<file path="config.mk">
export PLATFORM = sky130hd
export DESIGN_NAME = mole_scheduler
export DESIGN_NICKNAME = d
export VERILOG_FILES = /design/src/rtl/mole_scheduler.sv
export SDC_FILE = /design/constraint.sdc
export NUM_CORES = 1
export LEC_CHECK = 0
export BUFFER_PORTS_ARGS = -buffer_cell sky130_fd_sc_hd__buf_2
export CAP_MARGIN = 10
export CORE_MARGIN = 2
export CORE_UTILIZATION = 60
export CTS_BUF_LIST = sky130_fd_sc_hd__clkbuf_16
export CTS_CLUSTER_DIAMETER = 120
export DETAILED_ROUTE_END_ITERATION = 10
export MAX_ROUTING_LAYER = met4
export PLACE_DENSITY = 0.8
export RECOVER_POWER = 100
export SLEW_MARGIN = 20
export SYNTH_ARGS = -nofsm -noshare
export SYNTH_HDL_FRONTEND = slang
export SYNTH_SLANG_ARGS = --single-unit
export TNS_END_PERCENT = 100
</file>
<file path="constraint.sdc">
create_clock -name clk -period 2.8 [get_ports clk]
set_input_delay 0.56 -clock clk [delete_from_list [all_inputs] [get_ports clk]]
set_output_delay 0.56 -clock clk [all_outputs]
set_load 0.02 [all_outputs]
</file>
<file path="src/rtl/mole_scheduler.sv">
// Whack-a-mole game scheduler: one-hot mole placement, hit scoring and game timing.
// Ports: clk/rst_n, start pulse, btn[3:0] whack pulses -> mole[3:0], score[7:0],
//        time_left[5:0], busy (SHOW/GAP), game_over (DONE). All outputs registered.
module mole_scheduler #(
  parameter int TICK_DIV  = 100_000_000,
  parameter int GAME_SECS = 30,
  parameter int MOLE_SECS = 2
) (
  input  logic       clk,
  input  logic       rst_n,
  input  logic       start,
  input  logic [3:0] btn,
  output logic [3:0] mole,
  output logic [7:0] score,
  output logic [5:0] time_left,
  output logic       busy,
  output logic       game_over
);

  localparam int PW = (TICK_DIV > 1) ? $clog2(TICK_DIV) : 1;
  localparam logic [PW-1:0] TICK_MAX = PW'(TICK_DIV - 1);
  localparam logic [3:0]    MOLE_MAX = 4'(MOLE_SECS - 1);
  localparam logic [5:0]    GAME_LEN = 6'(GAME_SECS);

  typedef enum logic [1:0] {IDLE, SHOW, GAP, DONE} state_t;

  state_t          state, state_nx;
  logic [PW-1:0]   presc, presc_nx;
  logic [3:0]      mtmr, mtmr_nx;
  logic [1:0]      prev, prev_nx;
  logic [7:0]      lfsr;
  logic [3:0]      mole_nx;
  logic [7:0]      score_nx;
  logic [5:0]      time_nx;

  logic            run, tick, final_tick, hit;
  logic [1:0]      idx, hole;
  logic [3:0]      hole_oh;

  assign run        = (state == SHOW) || (state == GAP);
  assign tick       = run && (presc == TICK_MAX);
  assign final_tick = tick && (time_left == 6'd1);
  // mole is zero outside SHOW, so any overlap is a hit; several matching bits still count once.
  assign hit        = (state == SHOW) && |(btn & mole);

  // Step to the neighbouring hole when the random pick repeats the last one.
  assign idx     = lfsr[1:0];
  assign hole    = (idx == prev) ? idx + 2'd1 : idx;
  assign hole_oh = 4'b0001 << hole;

  always_comb begin
    state_nx = state;
    presc_nx = presc;
    mtmr_nx  = mtmr;
    prev_nx  = prev;
    mole_nx  = mole;
    score_nx = score;
    time_nx  = time_left;

    if (run) presc_nx = tick ? '0 : presc + 1'b1;

    case (state)
      IDLE, DONE: begin
        if (start) begin
          state_nx = SHOW;
          score_nx = 8'd0;
          time_nx  = GAME_LEN;
          mtmr_nx  = 4'd0;
          presc_nx = '0;
          mole_nx  = hole_oh;
          prev_nx  = hole;
        end
      end
      SHOW: begin
        if (hit && (score != 8'hFF)) score_nx = score + 8'd1;
        if (tick) time_nx = time_left - 6'd1;
        // End of game outranks both hit and miss; the hit above is still scored.
        if (final_tick) begin
          state_nx = DONE;
          mole_nx  = 4'd0;
        end else if (hit) begin
          state_nx = GAP;
          mole_nx  = 4'd0;
        end else if (tick) begin
          if (mtmr == MOLE_MAX) begin
            state_nx = GAP;
            mole_nx  = 4'd0;
          end else begin
            mtmr_nx = mtmr + 4'd1;
          end
        end
      end
      GAP: begin
        if (tick) time_nx = time_left - 6'd1;
        if (final_tick) begin
          state_nx = DONE;
          mole_nx  = 4'd0;
        end else if (tick) begin
          state_nx = SHOW;
          mole_nx  = hole_oh;
          prev_nx  = hole;
          mtmr_nx  = 4'd0;
        end
      end
      default: state_nx = IDLE;
    endcase
  end

  always_ff @(posedge clk or negedge rst_n) begin
    if (!rst_n) begin
      state     <= IDLE;
      presc     <= '0;
      mtmr      <= 4'd0;
      prev      <= 2'd0;
      lfsr      <= 8'hA5;
      mole      <= 4'd0;
      score     <= 8'd0;
      time_left <= 6'd0;
      busy      <= 1'b0;
      game_over <= 1'b0;
    end else begin
      state     <= state_nx;
      presc     <= presc_nx;
      mtmr      <= mtmr_nx;
      prev      <= prev_nx;
      // x^8+x^6+x^5+x^4+1, free-running in every state.
      lfsr      <= {lfsr[6:0], lfsr[7] ^ lfsr[5] ^ lfsr[4] ^ lfsr[3]};
      mole      <= mole_nx;
      score     <= score_nx;
      time_left <= time_nx;
      busy      <= (state_nx == SHOW) || (state_nx == GAP);
      game_over <= (state_nx == DONE);
    end
  end

endmodule

</file>
# Yosys cells after proc, flatten, opt, wreduce, memory -nomap -nowiden
# Cells that the tools add are included.
[totals]
reg_bits = 63
input_bits = 7
out_inout_bits = 20
[op_classes]
add_sub_neg = 5
n_eq_ne = 23
shifts = 1
mux = 39
n_bitwise = 4
n_reduce_logical = 17
[ops]
columns = ["op", "n"]
rows = [
  ["27-bit 2-to-1 mux", 4],
  ["4-bit 2-to-1 mux", 14],
  ["27-bit by 1-bit adder with 27-bit output (second input constant)", 1],
  ["27-bit == test (second input constant)", 1],
  ["4-bit one-hot mux with 3 select lines", 2],
  ["2-bit 2-to-1 mux", 11],
  ["8-bit 2-to-1 mux", 2],
  ["8-bit one-hot mux with 2 select lines", 1],
  ["2-bit inequality test (second input constant)", 7],
  ["6-bit 2-to-1 mux", 2],
  ["6-bit one-hot mux with 2 select lines", 1],
  ["8-bit by 1-bit adder with 8-bit output (second input constant)", 1],
  ["2-bit == test (second input constant)", 4],
  ["8-bit inequality test (second input constant)", 1],
  ["4-bit AND reduction", 2],
  ["7-bit AND reduction", 1],
  ["6-bit by 1-bit == test with 1-bit output (second input constant)", 1],
  ["2-bit one-hot mux with 3 select lines", 1],
  ["6-bit by 1-bit subtractor with 6-bit output (second input constant)", 1],
  ["4-bit by 1-bit adder with 4-bit output (second input constant)", 1],
  ["4-bit bitwise AND", 1],
  ["2-bit by 1-bit == test with 1-bit output (second input constant)", 2],
  ["4-bit by 1-bit == test with 1-bit output (second input constant)", 1],
  ["1-bit logical AND", 4],
  ["other kinds (16)", 22],
]

# Longest topological paths before layout
# Gate-level depths: netlist of the first run.
[logic_depth]
ltp_word = 9
depth_mapped = 9
depth_no_buf = 8

# Least setup slack after synthesis of the first run
# OpenSTA, ideal clock, no wires.
[synth_path]
kind = "register to register"
startpoint = "reg state[0]"
endpoint = "reg presc[26]"
setup_time_ns = 0.078
t_arrival_ns = 2.224
path_slack_ns = 0.498
path_stages_with_launch = 9
path_buffers = 1
period_less_slack_ns = 2.302
path_cell_list = "dfrtp_1 inv_1 ha_1 clkbuf_1 nand3b_1 or4_1 or2_0 or3_1 a21oi_1"
[synth_between]
elab_chain_len = 7
[synth_rtl]
columns = ["element", "line_no", "rtl"]
rows = [
  ["start: declaration", "27", "state_t state, state_nx;"],
  ["start signal: assignment", "122", "state <= state_nx;"],
  ["2-bit by 1-bit == test with 1-bit output or 2-bit == test (tied branches)", "40", "assign run = (state == SHOW) || (state == GAP);"],
  ["1-bit logical OR", "40", ""],
  ["1-bit logical AND", "41", "assign tick = run && (presc == TICK_MAX);"],
  ["27-bit 2-to-1 mux (2 in a row)", "60", "if (run) presc_nx = tick ? '0 : presc + 1'b1;"],
  ["27-bit 2-to-1 mux", "64", "if (start) begin"],
  ["27-bit 2-to-1 mux (*)", "62", "case (state)"],
  ["via presc_nx[26]", "28", "logic [PW-1:0] presc, presc_nx;"],
  ["end signal: assignment", "123", "presc <= presc_nx;"],
  ["end: declaration", "28", ""],
]
# The timed path passes the listed nets; every way through them passes the cells marked *.
# A chain may end at the register's enable or synchronous reset.

# Worst setup path in the final report of the first run
[layout_path]
startpoint = "reg state[0]"
endpoint = "reg presc[23]"
# The elaborated chain is that of the path after synthesis.

==> results of run 1 <==
-- worst max-delay path: stages (launching register included) --
cell	delay [ps]
dfrtp_1	390
inv_1	70
ha_1	310
and3b_1	240
nand4_1	190
o21ai_1	600
buf_4	390
nor2_1	100
-- layout make-up --
type	instances	area (µm²)	area share, %
clock buffer	9	225	5.71
clock inverter	7	57.6	1.46
inverter	11	41.3	1.05
multi-input combinational	277	1810	45.8
sequential	63	1580	40.1
tap	72	90.1	2.28
timing repair buffer	32	144	3.65
-- through the flow --
step,utilization [%],hold slack [ps],instance area (µm²),worst slack (ps)
final,71.2,357,3950,369
after global routing,71.2,369,3950,154
after CTS,72.2,309,4000,302
after detailed placement,67.1,353,3720,338
after global placement,67.1,345,3720,434
after floorplan,-,264,3480,498
-- routing by layer --
metal / vias up / GRT usage [%]
met1: 1374 / 34.4
met5: - / -
li1: 1375 / -
met2: 88 / 42.8
met4: 0 / 11.5
met3: 19 / 6.74
-- power by group through the flow --
stage                     logic [mW]  clock network [mW]  registers (mW)
after floorplan                0.759                   0            1.12
after global placement          1.06                   0            1.08
after detailed placement        1.09                   0            1.08
after CTS                       1.10                1.07            1.07
after global routing            1.20                1.10            1.08
final                           1.08                1.04            1.08
-- cell families (layout without fill, tap and decap cells) --
family | Yosys count | in the layout
DFF | 63 | 63
and+or+nand+nor | 170 | 170
buffers and inverters | 22 | 59
xor gates and xnor gates | 28 | 28
adders and majority gates | 9 | 9
AOI/OAI and AO/OA | 58 | 58
muxes | 12 | 12
-- path summary, 6_finish.rpt --
kind / startpoint / end / slack (ps) / depth (start not counted)
max in group asynchronous: rst_n / presc[9]$_DFF_PN0_ / 570 / 2
min in group asynchronous: rst_n / score[3]$_DFFE_PN0P_ / 670 / 1
setup / recovery: state[0]$_DFF_PN0_ / presc[23]$_DFF_PN0_ / 370 / 7
hold / removal: lfsr[6]$_DFF_PN0_ / lfsr[7]$_DFF_PN1_ / 360 / 0
hold reg to reg: lfsr[6]$_DFF_PN0_ / lfsr[7]$_DFF_PN1_ / 360 / 0
setup reg to reg: state[0]$_DFF_PN0_ / presc[23]$_DFF_PN0_ / 370 / 7
-- cells in the final DEF (no fill, tap or decap), types with 5 or more instances in the layout --
cell type,instances
dfrtp_1,59
nor2_1,41
nand2_1,30
clkbuf_1,21
nand3_1,19
a21oi_1,15
xor2_1,15
nand4_1,14
inv_1,13
xnor2_1,13
nor3_1,11
and3_1,10
ha_1,9
clkbuf_16,9
o21ai_0,8
and2_1,7
or3_1,6
mux2i_1,5
mux2_2,5
buf_2,5
-- flip-flops by register name, summed over array words and instances (netlist names) --
register and cells:
presc 27, lfsr 8, score 8, time_left 6
mole 4, mtmr 4, prev 2, state 2
busy 1, game_over 1
==> impl_metrics.csv, run 1 <==
group,metric,value,unit
run_status,status,"finished, violations left",
run_status,violations,"max-capacitance violations, max-slew violations",
detailed_routing,wl_met1,3430,µm
detailed_routing,first_iter_violations,176,
clock_tree,cts-root-buf,"clkbuf_16",
min_path,hold_path_class,"reg2reg",
layout,drive_gt1_share,9.77,%
detailed_routing,vias_per_cell,6.06,
global_routing,grt_pass1_wl,13200,µm
worst_setup_path,required,3000,ps
global_routing,overflow,0,
clock_tree,cts_resized,0,
timing,slew-limit-headroom,-12.8,%
logic_synthesis,postSynthAreaPerCell,9.61,µm²
clock_tree,clk_pin_slew,50,ps
power,p_clk_share,32.5,%
detailed_routing,wire_per_inst,16.1,µm
placement,gp_congestion,0.914,
logic_synthesis,synth_adder_area_share,3.24,%
die,core_area,0.00554,mm²
clock_tree,cts_tree,"built",
logic_synthesis,ys_ff_latch,63,
logic_synthesis,synth_area_leader_cell,"dfrtp_1",
logic_synthesis,seq_area_frac_synth,45.5,%
logic_synthesis,netlist_top_cells_area,"dfrtp_1, nor2_1, xor2_1, xnor2_1, ha_1",
layout,areaGrowthSynthToFinish,13.4,%
power,pwr-share-comb,33.8,%
worst_setup_path,crit_path_end_kind,"flop",
logic_synthesis,syn_area,0.00348,mm²
logic_synthesis,yosysWarnings,0,
power,sw_frac_of_total,36.5,%
detailed_routing,dr.max_layer_used,"met4",
logic_synthesis,netlist_instances,362,
power,seqPwrFrac,33.6,%
timing,finalSetupViolCount,0,
power,power_density,810,mW/mm²
detailed_routing,route.detailed.drc,0,
detailed_routing,drtAntennaViolNets,0,
logic_synthesis,yosysMostFrequentCell,"dfrtp_1",
layout,fin_cells,471,
global_routing,antenna_found_initial,0,
logic_synthesis,dominantRegCellSynth,"dfrtp_1",
detailed_routing,vias,2856,
timing,hold_viol_final,0,
power,power_switching,1.17,mW
logic_synthesis,yosysUniqueCellTypes,57,
detailed_routing,drt_first_pass_iters,4,
die,num_rows,27,
clock_tree,clock_latency,330,ps
layout,fin_nets,410,
detailed_routing,met2_length,3570,µm
timing,finalCritPeriodShare,86.8,%
clock_tree,cts.sinks,63,
timing,tightest_slew,1690,ps
worst_setup_path,crit_fanout,25,
timing,fin_tns_setup,0,ps
die,die_h,80.2,µm
timing,finClkSkew,9.78,ps
timing,clock.fmax,0.411,GHz
logic_synthesis,synth_edf_count,0,
clock_tree,postCtsSetupRepairBufs,0,
worst_setup_path,setup.worst_path.start_class,"flop",
logic_synthesis,synth.area.mux_share,3.70,%
die,pin_count,27,
logic_synthesis,synth_top_family_by_area,"simple AND/OR/NAND/NOR gates",
die,die_area,0.00642,mm²
layout,nFillCells,436,
global_routing,track_usage,27.5,%
detailed_routing,wl_met3,404,µm
worst_setup_path,critical_path_class,"reg2reg",
worst_setup_path,crit_arrival,2630,ps
layout,diodes,0,
logic_synthesis,synth_compound_area_share,11.8,%
power,leakagePower,1.70,nW
logic_synthesis,synth_common_cells,"dfrtp_1, nor2_1, nand2_1",
logic_synthesis,yosys.area_share.simple,26.4,%
logic_synthesis,synth_top_area_share,42.4,%
logic_synthesis,syn_nets,378,
clock_tree,ctsLongestPathBuffers,2,
clock_tree,cts-htree-levels,3,
die,start_util,62.8,%
clock_tree,cts_buffers,9,
power,ir_drop,0.000703,V
logic_synthesis,synth_xor_area_share,7.05,%
clock_tree,cts_hold_buf,0,
power,p_int,2.03,mW
placement,dp_hpwl,5310,µm
logic_synthesis,ys_async_sr_fraction,100,%
global_routing,grt_pass1_vias,2874,
timing,rsz0062_at_grt,"no",
placement,dp_cells,455,
global_routing,grt_max_degree,34,
detailed_routing,drt_wl_total,7570,µm
timing,finalCriticalPeriod,2430,ps
die,die_w,80.2,µm
power,power,3.20,mW
placement,portBuffers,26,
job,drv_cap,1,
timing,drv_slew,32,
No activity file was read; power rests on OpenSTA's default activity.
==> run 2: changes to the inputs <==
--- a/config.mk
+++ b/config.mk
@@ -8,12 +8,11 @@
 export BUFFER_PORTS_ARGS = -buffer_cell sky130_fd_sc_hd__buf_2
 export CAP_MARGIN = 10
 export CORE_MARGIN = 2
-export CORE_UTILIZATION = 60
+export CORE_UTILIZATION = 45
 export CTS_BUF_LIST = sky130_fd_sc_hd__clkbuf_16
 export CTS_CLUSTER_DIAMETER = 120
 export DETAILED_ROUTE_END_ITERATION = 10
 export MAX_ROUTING_LAYER = met4
-export PLACE_DENSITY = 0.8
 export RECOVER_POWER = 100
 export SLEW_MARGIN = 20
 export SYNTH_ARGS = -nofsm -noshare
==> impl_metrics.csv, run 2 (synthesized netlist as in run 1, its figures left out) <==
group,metric,value,unit
worst_setup_path,required,3010,ps
timing,hold_viol_final,0,
detailed_routing,drtAntennaViolNets,0,
timing,finalSetupViolCount,0,
placement,dp_cells,485,
clock_tree,clk_pin_slew,60,ps
worst_setup_path,setup.worst_path.start_class,"flop",
layout,final_cell_mix,"dfrtp_1, nor2_1, nand2_1",
detailed_routing,route.detailed.drc,0,
die,die_h,91.9,µm
clock_tree,cts.sinks,63,
die,core_area,0.00761,mm²
layout,drive_gt1_share,10.5,%
timing,slew-limit-headroom,-7.17,%
detailed_routing,vias,2815,
timing,drv_slew,32,
timing,clock.fmax,0.398,GHz
min_path,hold_path_class,"reg2reg",
die,pin_count,27,
placement,portBuffers,26,
global_routing,track_usage,20.9,%
run_status,violations,"max-capacitance violations, max-slew violations",
placement,dpl-instance-area,0.00376,mm²
timing,rsz0062_at_grt,"no",
clock_tree,clock_latency,330,ps
worst_setup_path,r2r_slack,280,ps
run_status,status,"finished, violations left",
timing,finalCriticalPeriod,2520,ps
clock_tree,postCtsSetupRepairBufs,0,
worst_setup_path,crit_path_end_kind,"flop",
clock_tree,cts_buffers,9,
die,num_rows,32,
layout,fin_nets,410,
die,die_area,0.00845,mm²
layout,reg_top3,"presc (27), lfsr (8), score (8)",
detailed_routing,drt_wl_total,7820,µm
global_routing,grt_pass1_vias,2750,
power,leakagePower,1.73,nW
worst_setup_path,crit_fanout,7,
power,ir_drop,0.000393,V
layout,layout_commonest_cell,"dfrtp_1",
clock_tree,ctsLongestPathBuffers,2,
global_routing,overflow,0,
layout,stdcell_area,0.00406,mm²
timing,finalCritPeriodShare,89.8,%
layout,diodes,0,
clock_tree,cts-root-buf,"clkbuf_16",
job,drv_cap,1,
detailed_routing,wire_per_inst,15.6,µm
timing,finClkSkew,5.51,ps
detailed_routing,first_iter_violations,148,
timing,fin_tns_setup,0,ps
clock_tree,cts_tree,"built",
power,power,3.50,mW
clock_tree,cts-htree-levels,3,
layout,max_flop_register,"presc",
layout,areaGrowthSynthToFinish,16.8,%
layout,post-route-util,53.4,%
die,die_w,91.9,µm
global_routing,grt_max_degree,34,
placement,gp_congestion,0.833,
worst_setup_path,crit_arrival,2730,ps
global_routing,grt_pass1_wl,13500,µm
worst_setup_path,critical_path_class,"reg2reg",
detailed_routing,drt_first_pass_iters,4,
detailed_routing,vias_per_cell,5.62,
die,start_util,45.7,%
timing,tightest_slew,1610,ps
placement,dp_hpwl,5440,µm
layout,fin_cells,501,
power,power_density,861,mW/mm²
global_routing,antenna_found_initial,0,
layout,largest_reg_flops,27,
## run 2: final timing paths
path                       cells after the start               start                   end
min                                            0   lfsr[6]$_DFF_PN0_     lfsr[7]$_DFF_PN1_
max                                            6  presc[9]$_DFF_PN0_        busy$_DFF_PN0_
min in group asynchronous                      1               rst_n   mole[3]$_DFFE_PN0P_
max in group asynchronous                      2               rst_n  score[4]$_DFFE_PN0P_
min reg2reg                                    0   lfsr[6]$_DFF_PN0_     lfsr[7]$_DFF_PN1_
max reg2reg                                    6  presc[9]$_DFF_PN0_        busy$_DFF_PN0_
## run 2: through the flow
step | hold WS (ps) | worst slack, ps
3_3_place_gp | 344 | 161
3_5_place_dp | 347 | 206
2_1_floorplan | 264 | 498
5_1_grt | 386 | 80.5
6_report | 367 | 285
4_1_cts | 294 | 143
## run 2: area by class of cell
class                   count  area, µm²
repair buffers             32        144
clock buffers               9        225
multi-input cells         277       1810
clock inverters             7        135
well taps                 102        128
flip-flops and latches     63       1580
inverters                  11       41.3
fillers                   730       3540
## run 2: per-layer routing
metal  up-vias  part of all wire [%]  wire length, µm  GRT usage (%)
li1       1385                     -                -              -
met2        47                    47             3680           31.0
met4         0                   1.4              108           6.97
met5         -                     0                0              -
met3        11                   3.5              274           6.08
met1      1372                    48             3750           27.6
## run 2: repair_timing
action / 4_1_cts / 5_1_grt
endpoints found under the setup margin: 0 / 1
resized for setup: 0 / 1
hold buffers: 0 / 0
## run 2: critical path: stages (launching register included)
cell      delay [ps]
dfrtp_1          440
nor4_4           420
nand4_2          280
nor2_1           310
mux2i_1          120
o311ai_1         490
ha_1             330
## run 2: power by group
group	internal (mW)	total [mW]	switching, mW
logic	0.359	1.07	0.711
clock network	0.953	1.36	0.405
registers	0.996	1.07	0.0756
==> run 3: changes to the inputs <==
--- a/config.mk
+++ b/config.mk
@@ -7,12 +7,16 @@
 export LEC_CHECK = 0
 export BUFFER_PORTS_ARGS = -buffer_cell sky130_fd_sc_hd__buf_2
 export CAP_MARGIN = 10
+export CELL_PAD_IN_SITES_DETAIL_PLACEMENT = 1
+export CELL_PAD_IN_SITES_GLOBAL_PLACEMENT = 1
+export CORE_ASPECT_RATIO = 0.7
 export CORE_MARGIN = 2
 export CORE_UTILIZATION = 45
 export CTS_BUF_LIST = sky130_fd_sc_hd__clkbuf_16
 export CTS_CLUSTER_DIAMETER = 120
 export DETAILED_ROUTE_END_ITERATION = 10
 export MAX_ROUTING_LAYER = met4
+export PLACE_DENSITY_LB_ADDON = 0.1
 export RECOVER_POWER = 100
 export SLEW_MARGIN = 20
 export SYNTH_ARGS = -nofsm -noshare
==> impl_metrics.csv, run 3 (synthesized netlist as in run 1, its figures left out) <==
group,metric,value,unit
die,die_h,77.6,µm
worst_setup_path,critical_path_class,"reg2reg",
timing,rsz0062_at_grt,"no",
job,drv_cap,0,
layout,reg_top3,"presc (27), lfsr (8), score (8)",
timing,finalSetupViolCount,0,
placement,gp_congestion,0.895,
placement,dp_hpwl,6800,µm
detailed_routing,met2_length,4270,µm
clock_tree,cts_tree,"built",
die,die_w,109,µm
timing,holdWs,368,ps
power,p_int,2.13,mW
detailed_routing,vias,2920,
layout,max_flop_register,"presc",
placement,portBuffers,26,
die,num_rows,26,
timing,drv_slew,0,
detailed_routing,drt_first_pass_iters,5,
die,core_area,0.00738,mm²
detailed_routing,route.detailed.drc,0,
timing,finClkSkew,4.67,ps
clock_tree,clk_pin_slew,50,ps
power,p_clk_share,34.5,%
global_routing,overflow,0,
power,power_switching,1.25,mW
timing,fin_tns_setup,0,ps
clock_tree,cts-htree-levels,3,
detailed_routing,vias_per_cell,5.84,
detailed_routing,drtAntennaViolNets,0,
timing,finalCriticalPeriod,2600,ps
worst_setup_path,setup.worst_path.start_class,"flop",
global_routing,grt_pass1_vias,3061,
clock_tree,cts.sinks,63,
power,seqPwrFrac,32.0,%
layout,final_cell_mix,"dfrtp_1, nor2_1, nand2_1",
clock_tree,cts_buffers,9,
die,start_util,47.1,%
power,power_density,839,mW/mm²
global_routing,grt_max_degree,37,
layout,diodes,0,
layout,drive_gt1_share,10.9,%
worst_setup_path,crit_arrival,2810,ps
timing,tightest_slew,1480,ps
detailed_routing,wire_per_inst,19.2,µm
die,pin_count,27,
clock_tree,ctsLongestPathBuffers,2,
detailed_routing,dr.max_layer_used,"met4",
timing,clock.fmax,0.384,GHz
worst_setup_path,crit_path_end_kind,"flop",
global_routing,antenna_found_initial,0,
global_routing,track_usage,25.8,%
timing,slew-limit-headroom,1.56,%
global_routing,grt_pass1_wl,16200,µm
layout,areaGrowthSynthToFinish,15.6,%
run_status,status,"finished, final reports clean",
placement,dpl-instance-area,0.00377,mm²
timing,hold_viol_final,0,
die,die_area,0.00846,mm²
min_path,hold_path_class,"reg2reg",
clock_tree,clock_latency,330,ps
layout,stdcell_area,0.00402,mm²
detailed_routing,drt_wl_total,9610,µm
layout,layout_commonest_cell,"dfrtp_1",
worst_setup_path,crit_fanout,11,
detailed_routing,wl_met1,4810,µm
timing,finalCritPeriodShare,93.0,%
detailed_routing,wl_met3,400,µm
worst_setup_path,required,3010,ps
clock_tree,cts-root-buf,"clkbuf_16",
layout,nFillCells,862,
power,ir_drop,0.000354,V
layout,largest_reg_flops,27,
layout,fin_nets,413,
power,pwr-share-comb,33.5,%
detailed_routing,first_iter_violations,119,
power,leakagePower,1.73,nW
power,sw_frac_of_total,37.0,%
run 3: cell types whose count changed in the layout (fill, tap and decap cells not counted):
cell | previous run | this run
inv_1 | 11 | 13
clkinv_2 | 0 | 2
dfstp_2 | 2 | 3
clkinvlp_4 | 1 | 0
buf_4 | 4 | 6
clkinv_1 | 2 | 1
dfstp_1 | 2 | 1
clkbuf_1 | 21 | 22
bufinv_16 | 4 | 2
run 3: final timing paths:
path                                    start                   end  slack (ps)  cells after the start
min in group asynchronous               rst_n  score[5]$_DFFE_PN0P_         570                      1
hold reg to reg             lfsr[6]$_DFF_PN0_     lfsr[7]$_DFF_PN1_         370                      0
setup reg to reg           state[0]$_DFF_PN0_   prev[1]$_DFFE_PN0P_         200                      7
setup / recovery           state[0]$_DFF_PN0_   prev[1]$_DFFE_PN0P_         200                      7
max in group asynchronous               rst_n    presc[1]$_DFF_PN0_         590                      2
hold / removal              lfsr[6]$_DFF_PN0_     lfsr[7]$_DFF_PN1_         370                      0
run 3: what timing repair did:
action	CTS	global route
resized for setup	0	1
hold buffers	0	0
buffers inserted	0	0
endpoints found under the hold margin	0	0
endpoints found under the setup margin	0	2
run 3: area by class of cell:
type	count	area, µm²	share of cell area (%)
clock buffer	9	225	5.60
clock inverter	7	81.3	2.02
inverter	11	41.3	1.03
multi-input combinational	277	1810	45.0
sequential	63	1580	39.3
tap	98	123	3.05
timing repair buffer	35	163	4.04
run 3: metrics by stage:
| step | instances | power, mW | setup slack [ps] | utilization [%] |
|---|---|---|---|---|
| after floorplan | 362 | 1.88 | 498 | - |
| after global placement | 484 | 2.21 | 147 | 51.1 |
| after detailed placement | 484 | 2.25 | 141 | 51.1 |
| after CTS | 500 | 3.43 | 46.7 | 55.3 |
| after global routing | 500 | 3.57 | 37.3 | 54.5 |
| final | 500 | 3.38 | 196 | 54.5 |
run 3: power by group through the flow:
| stage | Sequential, mW | Combinational, mW | Clock, mW |
|---|---|---|---|
| final | 1.08 | 1.13 | 1.17 |
| after global routing | 1.09 | 1.25 | 1.22 |
| after CTS | 1.08 | 1.17 | 1.19 |
| after detailed placement | 1.09 | 1.16 | 0 |
| after global placement | 1.09 | 1.13 | 0 |
| after floorplan | 1.12 | 0.759 | 0 |
run 3: critical path: stages, from the launching register on:
cell      delay [ps]
dfrtp_1          370
inv_1             60
ha_1             490
clkbuf_1         350
nand2_1          210
nor2_1           440
a31o_2           230
mux2_1           340
run 3: routing by layer:
layer  vias up  track usage [%]
met3        12             5.13
met2        66             37.7
li1       1395                -
met5         -                -
met1      1447             36.4
met4         0             7.31
